==> config.mk <==
export PLATFORM = sky130hd
export DESIGN_NAME = fp_to_int_seq
export DESIGN_NICKNAME = d
export VERILOG_FILES = /design/src/rtl/fp_to_int_seq.sv
export SDC_FILE = /design/constraint.sdc
export NUM_CORES = 1
export LEC_CHECK = 0
export CORE_MARGIN = 2
export CORE_UTILIZATION = 50
export CTS_CLUSTER_SIZE = 12
export DETAILED_ROUTE_END_ITERATION = 10
export GPL_TIMING_DRIVEN = 0
export PLACE_DENSITY = 0.75
export RECOVER_POWER = 100
export SETUP_SLACK_MARGIN = 0.05
export SLEW_MARGIN = 5
export SYNTH_ARGS = -nofsm -noshare
export SYNTH_HDL_FRONTEND = slang
export SYNTH_SLANG_ARGS = --single-unit
==> constraint.sdc <==
create_clock -name clk -period 2.3 [get_ports clk]
set_input_delay 0.345 -clock clk [delete_from_list [all_inputs] [get_ports clk]]
set_output_delay 0.345 -clock clk [all_outputs]
set_load 0.02 [all_outputs]
==> src/rtl/fp_to_int_seq.sv <==
// Sequential fp32 -> signed int32 converter, truncating toward zero.
// Iterative STEP-bit shifter, saturating on overflow, with invalid/inexact flags.
module fp_to_int_seq #(
    parameter int unsigned STEP = 1
) (
    input  logic        clk,
    input  logic        rst,
    input  logic        in_valid,
    output logic        in_ready,
    input  logic [31:0] a,
    output logic        out_valid,
    input  logic        out_ready,
    output logic [31:0] result,
    output logic        invalid,
    output logic        inexact
);

    localparam logic [4:0] STEP_N   = 5'(STEP);
    localparam logic [7:0] EXP_BIAS = 8'd127;
    localparam logic [7:0] EXP_M23  = 8'd150;
    localparam logic [7:0] EXP_SAT  = 8'd158;

    typedef enum logic [1:0] {
        S_IDLE  = 2'd0,
        S_SHIFT = 2'd1,
        S_FIX   = 2'd2,
        S_DONE  = 2'd3
    } state_t;

    state_t      r_state;
    logic        r_in_ready;
    logic        r_out_valid;
    logic [31:0] r_result;
    logic        r_invalid;
    logic        r_inexact;
    logic [31:0] r_acc;
    logic [4:0]  r_n;
    logic        r_left;
    logic        r_sign;

    logic        w_sign;
    logic [7:0]  w_exp;
    logic [22:0] w_frac;
    logic        w_frac_nz;
    logic [31:0] w_sat;
    logic [4:0]  w_n_in;
    logic [4:0]  w_k;
    logic [31:0] w_mask;
    logic        w_drop;

    assign w_sign    = a[31];
    assign w_exp     = a[30:23];
    assign w_frac    = a[22:0];
    assign w_frac_nz = |w_frac;
    assign w_sat     = w_sign ? 32'h8000_0000 : 32'h7FFF_FFFF;
    // Only meaningful for exp in 127..157, where the distance to 150 fits in 5 bits.
    assign w_n_in    = (w_exp >= EXP_M23) ? 5'(w_exp - EXP_M23) : 5'(EXP_M23 - w_exp);

    // Per-cycle shift amount and the bits a right shift would discard.
    assign w_k    = (r_n < STEP_N) ? r_n : STEP_N;
    assign w_mask = (32'd1 << w_k) - 32'd1;
    assign w_drop = |(r_acc & w_mask);

    always_ff @(posedge clk) begin
        if (rst) begin
            r_state     <= S_IDLE;
            r_in_ready  <= 1'b1;
            r_out_valid <= 1'b0;
            r_result    <= 32'd0;
            r_invalid   <= 1'b0;
            r_inexact   <= 1'b0;
            r_acc       <= 32'd0;
            r_n         <= 5'd0;
            r_left      <= 1'b0;
            r_sign      <= 1'b0;
        end else begin
            case (r_state)
                S_IDLE: begin
                    if (in_valid && r_in_ready) begin
                        r_in_ready  <= 1'b0;
                        r_sign      <= w_sign;
                        r_state     <= S_DONE;
                        r_out_valid <= 1'b1;
                        r_invalid   <= 1'b0;
                        r_inexact   <= 1'b0;
                        if (w_exp == 8'hFF && w_frac_nz) begin
                            r_result  <= 32'h7FFF_FFFF;
                            r_invalid <= 1'b1;
                        end else if (w_exp == 8'hFF) begin
                            r_result  <= w_sat;
                            r_invalid <= 1'b1;
                        end else if (w_sign && w_exp == EXP_SAT && !w_frac_nz) begin
                            r_result <= 32'h8000_0000;
                        end else if (w_exp >= EXP_SAT) begin
                            r_result  <= w_sat;
                            r_invalid <= 1'b1;
                        end else if (w_exp == 8'd0) begin
                            r_result  <= 32'd0;
                            r_inexact <= w_frac_nz;
                        end else if (w_exp < EXP_BIAS) begin
                            r_result  <= 32'd0;
                            r_inexact <= 1'b1;
                        end else begin
                            r_out_valid <= 1'b0;
                            r_acc       <= {8'h00, 1'b1, w_frac};
                            r_n         <= w_n_in;
                            r_left      <= (w_exp > EXP_M23);
                            r_state     <= (w_n_in == 5'd0) ? S_FIX : S_SHIFT;
                        end
                    end
                end
                S_SHIFT: begin
                    if (r_left) begin
                        r_acc <= r_acc << w_k;
                    end else begin
                        r_acc <= r_acc >> w_k;
                        if (w_drop) r_inexact <= 1'b1;
                    end
                    r_n <= r_n - w_k;
                    if (r_n == w_k) r_state <= S_FIX;
                end
                S_FIX: begin
                    r_result    <= r_sign ? 32'(-r_acc) : r_acc;
                    r_invalid   <= 1'b0;
                    r_out_valid <= 1'b1;
                    r_state     <= S_DONE;
                end
                S_DONE: begin
                    if (out_ready) begin
                        r_out_valid <= 1'b0;
                        r_in_ready  <= 1'b1;
                        r_state     <= S_IDLE;
                    end
                end
                default: r_state <= S_IDLE;
            endcase
        end
    end

    assign in_ready  = r_in_ready;
    assign out_valid = r_out_valid;
    assign result    = r_result;
    assign invalid   = r_invalid;
    assign inexact   = r_inexact;

endmodule

### After elaboration in Yosys (flattened, before gate mapping)

Cells that the tools add are included.

| storage, ports and cells | value |
|---|---|
| register bits | 77 |
| bits of input ports | 36 |
| output and inout port bits | 36 |
| logic and storage cells | 138 |

| cells by class | value |
|---|---|
| add/subtract/negate cells | 5 |
| $lt $le $gt $ge | 5 |
| eq/ne operators | 18 |
| shift-type cells | 3 |
| muxes and demuxes | 67 |
| bitwise gates (word level) | 7 |
| reduce and logical (&&, ||, !) cells | 23 |

Operators with widths:

| operator | number |
|---|---|
| $mux 32 | 17 |
| $pmux 32 s2 | 2 |
| $mux 5 | 9 |
| $and 32x32->32 | 1 |
| $neg 32->32 | 1 |
| $reduce_or 32->1 | 1 |
| $shl 1x5->32 const A | 1 |
| $shl 32x5->32 | 1 |
| $shr 32x5->32 | 1 |
| $sub 32x1->32 const B | 1 |
| $mux 1 | 23 |
| $reduce_or 23->1 | 1 |
| $ne 2x2->1 const B | 11 |
| $mux 2 | 10 |
| $eq 8x8->1 const B | 2 |
| $ge 8x8->1 const B | 2 |
| $reduce_and 8->1 | 2 |
| $reduce_and 3->1 | 4 |
| $pmux 5 s2 | 1 |
| $gt 8x8->1 const B | 1 |
| $logic_not 8->1 | 1 |
| $lt 8x7->1 const B | 1 |
| $pmux 2 s4 | 1 |
| $ne 7x7->1 const B | 1 |
| 18 further kinds | 32 |

### Logic depth before layout (Yosys ltp)

Gate-level depths: netlist (run 1).

| depth | value |
|---|---|
| depth after elaboration | 12 |
| mapped depth | 10 |
| mapped depth without buffers | 8 |

### Worst setup path before layout (run 1)

No wires, ideal clock.

| path | value |
|---|---|
| kind | register -> register |
| start point | reg r_n[1] |
| end point | reg r_state[0] |
| library setup time | 0.120 ns |
| arrival | 2.244 ns |
| data required time | 2.180 ns |
| slack | -0.063 ns |
| stages on the path, launching flop included | 9 |
| path buffers | 0 |
| period minus slack after synthesis | 2.363 ns |
| path through | dfxtp_1 -> nor4_1 -> or2_2 -> ha_1 -> or4b_1 -> a221o_1 -> nand2_1 -> nand4_1 -> o31a_1 |

| between the ends | value |
|---|---|
| cells in the longest elaborated chain, start to end | 5 |

Ends and longest elaborated chain:

| what | RTL line | source |
|---|---|---|
| start: declaration | 37 | `logic [4:0] r_n;` |
| start signal: assignment | 106 | `r_n <= w_n_in;` |
| start signal: assignment | 119 | `r_n <= r_n - w_k;` |
| $lt 5x1->1 | 60 | `assign w_k = (r_n < STEP_N) ? r_n : STEP_N;` |
| $mux 5 | 60 |  |
| $eq 5x5->1 * | 120 | `if (r_n == w_k) r_state <= S_FIX;` |
| $ne 2x2->1 (no source line) * | -- |  |
| $reduce_and 3->1 (no source line) * | -- |  |
| end signal: assignment | 108 | `r_state <= (w_n_in == 5'd0) ? S_FIX : S_SHIFT;` |
| end: declaration | 30 | `state_t r_state;` |

Every way passes the cells marked *; elsewhere a longest branch is shown, timed or not.
A chain may end at the register's enable or synchronous reset.

### Final worst setup path (run 1)

| path | value |
|---|---|
| start point | reg r_n[4] |
| end point | reg r_state[1] |

Same word-level chain as after synthesis.

==> out/qor.txt, run 1 <==
Worst-margin pin slew: 0.776 ns
Deepest clock path buffer count: 2
TritonCTS clock tree: built
Post-synthesis mux area share: 0.0473
Post-synthesis register bit count: 77
Port Buffers: 67
Final std cells w/o fill: 870
GRT Util Overall: 0.309
Total design power: 8.13 mW
Failing checks: setup timing
Layout net count: 782
Dpl cell area: 5910 sq um
Max Fclk: 403 MHz
Grt peak-use layer: met2
Die H: 105 um
Max Cap Viol: 0
Syn Nets: 693
TritonCTS buffer count: 9
Synth Cell Area: 5060 sq um
Post-route ant nets: 0
Final-report max-slew violation count: 0
Core Area: 9770 sq um
Initial antenna violation count: 0
Adder-cell share of the synthesized area: 0.0322
Drc violations: 0
Crit start category: flip-flop
Top-count cell post-synth: dfxtp_1
Clock Pin Slew Worst Setup and Hold Paths: 0.08 ns
Via/cell ratio: 6.53
Crit path capture type: flip-flop
Synth area leader: dfxtp_1
GRT met3 Usage: 0.0399
Drt initial violations: 526
Area share of the largest cell type after synthesis: 0.305
GR Layer Usage met1: 0.418
Routed WL per cell: 20.0 um
Largest family of logic cells by synthesized area: compound AO/OA/AOI/OAI gates
Fin crit share: 1.08
Synth top area cells: dfxtp_1 (30%), o21ai_0 (6.4%), a21oi_1 (4.8%)
Post-layout instance area: 6430 sq um
First-pass GRT wire length: 27200 um
Clk sinks: 77
Primary FF master, synth: dfxtp_1
Worst path required time: 2.52 ns
Syn Area/Cell: 7.85 sq um
Syn-to-layout area delta: 27.2%
Vias post-DR: 5684
Largest net degree at the start of global routing: 14
Top fanout value on the critical path: 4
Seq/Total Area, Yosys: 0.305
Synth unique cells: 65
Pleak: 2.18 nW
Total Wirelength: 17400 um
Total iterations of the first detailed-routing run: 5
Min cycle time layout: 2.48 ns
Clock skew: 0.00923 ns
Rel. slew slack: 0.483
Post-Synth Simple-Gate Area: 0.200
Setup Viol. Count Final: 2
Core Util, Final: 0.658
Post-synth ARST share: 0
DIE AREA: 10900 sq um
XOR/XNOR share of the synthesized area: 0.0208
Pwr dens: 1260 nW/um^2
Dpl hpwl: 12500 um
# diodes: 0
Met2 GRT Util: 0.505
Setup ws final: -0.179 ns
GRT overflow: 0
H-tree depth: 3
Mapped Cells: 644
Setup CP Type: flip-flop to flip-flop
# placed instances: 844
Worst skew pair latency: 0.36 ns
Hold Path Class: input port to flip-flop
Filler cell count in the final layout: 886
Chip width: 105 um
Compound-gate portion of the synthesized area: 0.323
YS warnings: 0
RSZ-0062 raised after global routing: yes
I/O pin cnt: 72
Gpl congestion: 0.968
Share of cells above drive strength 1: 0.160
Starting Density: 0.517
Placement Setup Slack: -1.21 ns
Synth cell count leaders: dfxtp_1 (77), o21ai_0 (65), nand2_1 (56)
Final Hold Fails: 0
Data arrival, critical path: 2.70 ns
Max VDD drop: 0.662 mV
Vias in the first global route: 5200
Post-synth EDFFs: 0
Status: complete, but fails checks
Post-CTS Hold Buffers: 0
Row cnt: 36
Root Buffer: clkbuf_8
==> metrics by stage <==
step	hold slack (ns)	TNS [ns]
finish	0.395	-0.303
global route	0.419	-0.889
CTS	0.489	-0.0438
detailed placement	0.477	-67.50
global placement	0.459	-59.11
floorplan	0.478	0
==> what timing repair did <==
action                     CTS  global route
resized for setup           26            48
buffers inserted            11             4
setup endpoints to repair   73            70
pin swaps                    9             9
==> layout make-up <==
type,count,area [sq um],area share
multi-input combinational,480,3350,0.520
sequential,77,1550,0.241
timing repair buffer,82,771,0.120
buffer,50,249,0.0387
tap,133,166,0.0259
clock buffer,10,138,0.0214
inverter,33,129,0.0200
clock inverter,5,82.6,0.0128
==> cell usage in the layout, fill, tap and decap left out, types with 7 or more instances in the layout <==
master           Yosys  routed
mux2i_1             16      16
clkbuf_8             0      10
nand2b_1             7       7
a31oi_1             17      17
dfxtp_1             77      71
buf_4                1      16
clkbuf_2             3      15
nand3_1             29      27
or3b_2               8       8
o31ai_1             10       7
o21ai_0             65      64
o2bb2ai_1            7       7
a21oi_1             48      47
a221oi_2            10      10
a221oi_1             7       7
ha_1                13      11
nor2_1              25      25
clkbuf_1            36      27
nand2_1             56      55
mux2_2               7       7
clkdlybuf4s50_1      0      27
dlygate4sd3_1        0      36
o22ai_1             16      16
nor3_1              15      14
nand4_1             11      11
xnor2_1             12      12
o211ai_1            15      15
nor4_1              14      10
inv_1               32      31
==> worst paths after layout <==
path,from,endpoint,slack (ns),cells after the start
worst max register to register,r_n[4]$_SDFFE_PP0P_,r_state[1]$_SDFFE_PP0P_,-0.18,8
worst min register to register,out_valid$_SDFFE_PP0P_,out_valid$_SDFFE_PP0P_,0.49,2
worst max-delay path,r_n[4]$_SDFFE_PP0P_,r_state[1]$_SDFFE_PP0P_,-0.18,8
worst min-delay path,a[23],r_n[0]$_SDFFE_PP0P_,0.40,3
==> sequential cells by signal (all words and copies together), names as in the netlist <==
| name | cells |
|---|---|
| out_valid | 1 |
| result | 32 |
| r_left | 1 |
| inexact | 1 |
| r_n | 5 |
| in_ready | 1 |
| invalid | 1 |
| r_acc | 32 |
| r_sign | 1 |
| r_state | 2 |
==> where the power goes <==
part | switching, mW | internal, mW | total [mW] | leakage (nW)
clock network | 0.526 | 0.641 | 1.17 | 0.113
logic | 2.89 | 1.90 | 4.79 | 1.44
registers | 0.428 | 1.74 | 2.17 | 0.633
total | 3.84 | 4.29 | 8.13 | 2.18
==> cell families (layout without fill, tap and decap cells) <==
logic type,after synthesis,after routing
AOI/OAI and AO/OA,240,240
and+or+nand+nor,192,192
buffers and inverters,87,180
DFF,77,77
muxes,23,23
adders and majority gates,13,13
xor gates and xnor gates,12,12
==> metal layers <==
layer | wire [um] | part of all wire
met5 | 0 | 0
met4 | 510 | 0.029
met3 | 1330 | 0.076
met2 | 8170 | 0.47
met1 | 7400 | 0.43
==> worst max-delay path, stage by stage (launching register included) <==
cell     delay, ns
dfxtp_2       0.35
nor4_4        0.32
or2_4         0.19
ha_4          0.12
or4b_4        0.47
a221o_1       0.42
buf_4         0.16
a32oi_1       0.18
o21ai_0       0.13
No activity file was read; power rests on OpenSTA's default activity.
==> run 2, diff against run 1 <==
PLACE_DENSITY = 0.77   (was 0.75)
SKIP_CTS_REPAIR_TIMING = 1   (was default)
==> run 2 against run 1 <==
The run still ends with setup timing left. Die area unchanged. Sequential power is essentially flat. Critical path depth is the same. Critical endpoint unchanged. Flip-flop and latch count unchanged. Via count up 0.70%. Highest routed layer unchanged. Setup slack improved by 0.064 ns. Core utilization barely moved.
==> out/qor.txt, run 2 (synthesized netlist as in run 1, its figures left out) <==
Status: complete, but fails checks
Failing checks: setup timing
H-tree depth: 3 (unchanged)
CP Cell Sequence: nor4_4 > or2_4 > ha_4 > or4b_4 > a221o_1 > nor3_1 > nand2b_1 > o21ai_0
Final Hold Fails: 0 (unchanged)
Total Wirelength: 17800 um (+2.3%)
Hold_sp: a[23]
Chip width: 105 um (unchanged)
Routed WL per cell: 20.3 um (+1.4%)
Deepest clock path buffer count: 2 (unchanged)
TritonCTS buffer count: 9 (unchanged)
Max Cap Viol: 0 (unchanged)
Setup ws final: -0.114 ns (+0.0642 ns)
Drt initial violations: 574 (+9.1%)
Dpl cell area: 5910 sq um (unchanged)
Die H: 105 um (unchanged)
Syn-to-layout area delta: 27.2% (about the same)
Vias in the first global route: 5177 (-0.44%)
Dpl hpwl: 12700 um (+1.4%)
R2r setup slk: -0.11 ns (+0.06 ns)
Clk sinks: 77 (unchanged)
Worst-margin pin slew: 0.776 ns (-0.0000702 ns)
GRT overflow: 0 (unchanged)
First-pass GRT wire length: 27700 um (+1.7%)
Setup_tns: -0.186 ns (+0.116 ns)
Total iterations of the first detailed-routing run: 6 (+1)
Crit-path max cell delay: 0.48 ns (about the same)
Commonest non-fill, non-tap cell in the layout: dfxtp_1
Clock skew: 0.0104 ns (+0.00113 ns)
Vias post-DR: 5724 (+0.70%)
Drc violations: 0 (unchanged)
Pwr dens: 1270 nW/um^2 (+0.44%)
Share of cells above drive strength 1: 0.159 (-0.00151)
Crit path capture type: flip-flop
Final-report max-slew violation count: 0 (unchanged)
Slowest-stage cell, CP: or4b_4
DIE AREA: 10900 sq um (unchanged)
GRT Util Overall: 0.316 (+0.00723)
Filler cell count in the final layout: 862 (-2.7%)
Layout net count: 789 (+0.90%)
Core Area: 9770 sq um (unchanged)
Setup Viol. Count Final: 2 (unchanged)
Port Buffers: 67 (unchanged)
I/O pin cnt: 72 (unchanged)
WHS Path Cells: 3 (unchanged)
FF-to-FF path depth: 8 (unchanged)
Post-route ant nets: 0 (unchanged)
Fin crit share: 1.05 (-0.0279)
Initial antenna violation count: 0 (unchanged)
# diodes: 0 (unchanged)
Top fanout value on the critical path: 6 (+2)
Hold Path End: r_n[0]$_SDFFE_PP0P_
Reg2reg start: r_n[1]$_SDFFE_PP0P_
Setup CP Type: flip-flop to flip-flop
Crit start category: flip-flop
Rel. slew slack: 0.483 (about the same)
Min cycle time layout: 2.41 ns (-0.0642 ns)
Largest net degree at the start of global routing: 13 (-1)
Root Buffer: clkbuf_8
Worst skew pair latency: 0.36 ns (about the same)
TritonCTS clock tree: built
Row cnt: 36 (unchanged)
Hold Path Class: input port to flip-flop
Pleak: 2.21 nW (+1.2%)
Clock Pin Slew Worst Setup and Hold Paths: 0.09 ns (about the same)
RSZ-0062 raised after global routing: yes
Post-layout instance area: 6430 sq um (about the same)
Via/cell ratio: 6.53 (-0.10%)
Data arrival, critical path: 2.70 ns (about the same)
Total design power: 8.16 mW (+0.42%)
Starting Density: 0.517 (unchanged)
Commonest cells after routing, fill and taps aside: dfxtp_1 (73), o21ai_0 (63), nand2_1 (56), a21oi_1 (47), dlygate4sd3_1 (36)
Max Fclk: 414 MHz (+2.7%)
Gpl congestion: 1.01 (+4.2%)
Worst path required time: 2.59 ns (+0.07 ns)
Critical R2R Capture: r_state[1]$_SDFFE_PP0P_
Max VDD drop: 0.625 mV (-5.6%)
## run 2: cell count changes in the layout (fill, tap and decap cells not counted), moves of 2 or more
cell / delta
buf_4: +9
buf_6: -3
clkbuf_4: +2
dfxtp_1: +2
dfxtp_2: -2
dlygate4sd2_1: -2
dlymetal6s2s_1: +2
inv_6: -2
o21ai_1: +2
## run 2: layer usage
layer	track usage	vias to the layer above	wire, um
met2	0.497	312	8330
li1	-	2632	-
met4	0.123	0	530
met5	0	-	0
met1	0.430	2732	7380
met3	0.0574	48	1570
## run 2: final cells by class
| cell class | instances | area [sq um] | share of cell area |
|---|---|---|---|
| clock inverter | 4 | 47.5 | 0.00739 |
| clock buffer | 11 | 151 | 0.0235 |
| multi-input combinational | 480 | 3320 | 0.516 |
| sequential | 77 | 1550 | 0.241 |
| tap | 133 | 166 | 0.0259 |
| buffer | 51 | 251 | 0.0391 |
| inverter | 33 | 129 | 0.0200 |
| timing repair buffer | 88 | 820 | 0.127 |
## run 2: through the flow
stage               hold WS, ns  worst slack, ns   util  std cells
floorplan                 0.478           0.0251      -        644
global placement          0.459            -1.04  0.605        844
detailed placement        0.464            -1.14  0.605        844
CTS                       0.473           -0.766  0.625        859
global route              0.482           -0.189  0.658        877
finish                    0.435           -0.114  0.658        877
## run 2: how the worst max path moves through the flow
stage	startpoint	end	slack, ns	cells after the start
CTS	a[24]	result[28]$_SDFFE_PP0P_	-0.77	8
floorplan	r_n[4]$_SDFFE_PP0P_	r_state[0]$_SDFFE_PP0P_	0.03	8
global route	r_n[1]$_SDFFE_PP0P_	r_state[1]$_SDFFE_PP0P_	-0.19	8
finish	r_n[1]$_SDFFE_PP0P_	r_state[1]$_SDFFE_PP0P_	-0.11	8
global placement	a[24]	result[4]$_SDFFE_PP0P_	-1.04	8
detailed placement	a[24]	result[28]$_SDFFE_PP0P_	-1.14	8
## run 2: report_power, final
part	leakage [nW]	switching, mW	internal [mW]
combinational	1.48	2.91	1.99
sequential	0.632	0.419	1.74
clock	0.101	0.547	0.552
total	2.21	3.88	4.29
## run 2: worst max-delay path, delay by kind of cell (launching register included)
kind / cells / cell delay [ns]
AO/OA/AOI/OAI: 2 / 0.50
flip-flops: 1 / 0.38
AND/OR/NAND/NOR: 5 / 1.33
adder cells (fa/ha/maj): 1 / 0.14
==> run 3, diff against run 2 <==
CORE_ASPECT_RATIO = 1.75   (was default)
==> run 3 against run 2 <==
The flow still finishes with violations (setup timing). Count of clock-buffer cells in the layout increased by 1. Critical path type is now input port to flip-flop. Global-route usage increased by 1.0 points. Largest cell class unchanged. Clock power increased by 34%. Sequential power about the same. Routed wire length increased by 2.9%.
==> out/qor.txt, run 3 (synthesized netlist as in run 1, its figures left out) <==
Status: complete, but fails checks
Failing checks: setup timing
Drc violations: 0 (unchanged)
Proportion of power drawn by the clock network: 0.172 (+0.037)
Clk sinks: 77 (unchanged)
Worst skew pair latency: 0.34 ns (-0.02 ns)
Port Buffers: 67 (unchanged)
Top Metal Used: met4
Sw frac: 0.460 (-0.0151)
Total design power: 8.53 mW (+4.5%)
Rel. slew slack: 0.429 (-0.0535)
DIE AREA: 11000 sq um (+0.29%)
Chip width: 80.0 um (-23%)
Max Cap Viol: 0 (unchanged)
First-pass GRT wire length: 27600 um (-0.15%)
Int Pwr: 4.61 mW (+7.5%)
Post-route ant nets: 0 (unchanged)
Row cnt: 48 (+33%)
Crit path capture type: flip-flop
Hold Path Class: input port to flip-flop
Data arrival, critical path: 2.65 ns (-0.05 ns)
Drt initial violations: 581 (+1.2%)
Setup ws final: -0.132 ns (-0.0178 ns)
Clock Pin Slew Worst Setup and Hold Paths: 0.06 ns (-0.03 ns)
Combinational share of power: 0.574 (-0.027)
GRT overflow: 0 (unchanged)
H-tree depth: 3 (unchanged)
Initial antenna violation count: 0 (unchanged)
CP Cell Sequence: dlygate4sd3_1 > or3b_1 > o31a_1 > o32ai_2 > buf_4 > a21oi_1 > a2111oi_1
Layout net count: 784 (-0.63%)
Clock skew: 0.00786 ns (-0.00250 ns)
Pleak: 2.26 nW (+2.1%)
RSZ-0062 raised after global routing: yes
Wl on met1: 6470 um (-12%)
Vias post-DR: 5808 (+1.5%)
Starting Density: 0.513 (-0.00394)
Top fanout value on the critical path: 4 (-2)
Root Buffer: clkbuf_16
WL met2: 9350 um (+12%)
Filler cell count in the final layout: 860 (-0.23%)
Pwr dens: 1300 nW/um^2 (+2.5%)
Commonest non-fill, non-tap cell in the layout: dfxtp_1
I/O pin cnt: 72 (unchanged)
Die H: 137 um (+31%)
Share of power burned in registers: 0.254 (-0.010)
Crit-path max cell delay: 0.56 ns (+0.08 ns)
TritonCTS clock tree: built
Share of cells above drive strength 1: 0.165 (+0.00649)
Final Hold Fails: 0 (unchanged)
Fin crit share: 1.06 (+0.00773)
Min cycle time layout: 2.43 ns (+0.0178 ns)
Worst path required time: 2.51 ns (-0.08 ns)
Vias in the first global route: 5487 (+6.0%)
GRT Util Overall: 0.327 (+0.0105)
# diodes: 0 (unchanged)
Max Fclk: 411 MHz (-0.73%)
Slowest-stage cell, CP: dlygate4sd3_1
Dpl hpwl: 13600 um (+7.1%)
Gpl congestion: 0.990 (-1.8%)
Final-report max-slew violation count: 0 (unchanged)
Commonest cells after routing, fill and taps aside: dfxtp_1 (73), o21ai_0 (62), nand2_1 (56), a21oi_1 (47), dlygate4sd3_1 (37)
Max VDD drop: 0.658 mV (+5.3%)
TritonCTS buffer count: 9 (unchanged)
Crit start category: input port
# placed instances: 836 (-0.95%)
Core Area: 9850 sq um (+0.77%)
Via/cell ratio: 6.72 (+3.0%)
Switch Pwr: 3.92 mW (+1.2%)
Total Wirelength: 18300 um (+2.9%)
Routed WL per cell: 21.2 um (+4.4%)
Total iterations of the first detailed-routing run: 5 (-1)
Setup CP Type: input port to flip-flop
Worst-margin pin slew: 0.856 ns (+0.0802 ns)
Syn-to-layout area delta: 29.7%
Deepest clock path buffer count: 2 (unchanged)
Met3 Wirelength: 1080 um (-31%)
Final std cells w/o fill: 864 (-1.5%)
Largest net degree at the start of global routing: 13 (unchanged)
Setup Viol. Count Final: 28 (+26)
-- run 3: changes by cell type in the layout (fill, tap and decap cells not counted), moves of 3 or more --
cell / change
buf_4: -4
nor4_2: +3
clkbuf_16: +9
clkbuf_8: -9
-- run 3: layout make-up --
type / count / area (sq um) / area share
timing repair buffer: 84 / 793 / 0.121
sequential: 77 / 1550 / 0.236
multi-input combinational: 480 / 3370 / 0.514
buffer: 50 / 262 / 0.0399
clock inverter: 3 / 43.8 / 0.00668
clock buffer: 12 / 256 / 0.0391
inverter: 33 / 129 / 0.0197
tap: 125 / 156 / 0.0239
-- run 3: metrics by stage --
stage	instance area (sq um)	hold WS [ns]	setup TNS (ns)	utilization	worst slack [ns]
after floorplan	5080	0.478	0	-	0.0251
after global placement	5900	0.466	-65.23	0.599	-1.15
after detailed placement	5900	0.468	-68.30	0.599	-1.18
after CTS	6200	0.484	-43.13	0.630	-0.819
after global routing	6560	0.470	-4.62	0.666	-0.196
final	6560	0.435	-1.74	0.666	-0.132
-- run 3: path summary, 6_finish.rpt --
path / startpoint / to / slack [ns] / cells after the start
worst max-delay path: a[30] / r_acc[15]$_SDFFE_PP0P_ / -0.13 / 7
worst min-delay path: a[23] / r_n[0]$_SDFFE_PP0P_ / 0.43 / 3
worst max register to register: r_n[1]$_SDFFE_PP0P_ / r_state[0]$_SDFFE_PP0P_ / -0.12 / 8
worst min register to register: invalid$_SDFFE_PP0P_ / invalid$_SDFFE_PP0P_ / 0.48 / 2
-- run 3: layer usage --
layer / vias up / track usage
met5: - / 0
met1: 2751 / 0.339
met3: 101 / 0.0468
met2: 327 / 0.576
met4: 0 / 0.252
li1: 2629 / -
-- run 3: power by group through the flow --
stage	Combinational [mW]	Clock, mW	Sequential [mW]
2_1_floorplan	2.58	0	2.33
3_3_place_gp	4.25	0	2.09
3_5_place_dp	4.33	0	2.11
4_1_cts	4.36	1.47	2.09
5_1_grt	5.23	1.53	2.21
6_report	4.89	1.47	2.17
-- run 3: critical path, delay by kind of cell --
family	cells	cell delay, ns
compound gates	4	1.08
buf+inv	2	0.78
simple gates	1	0.43
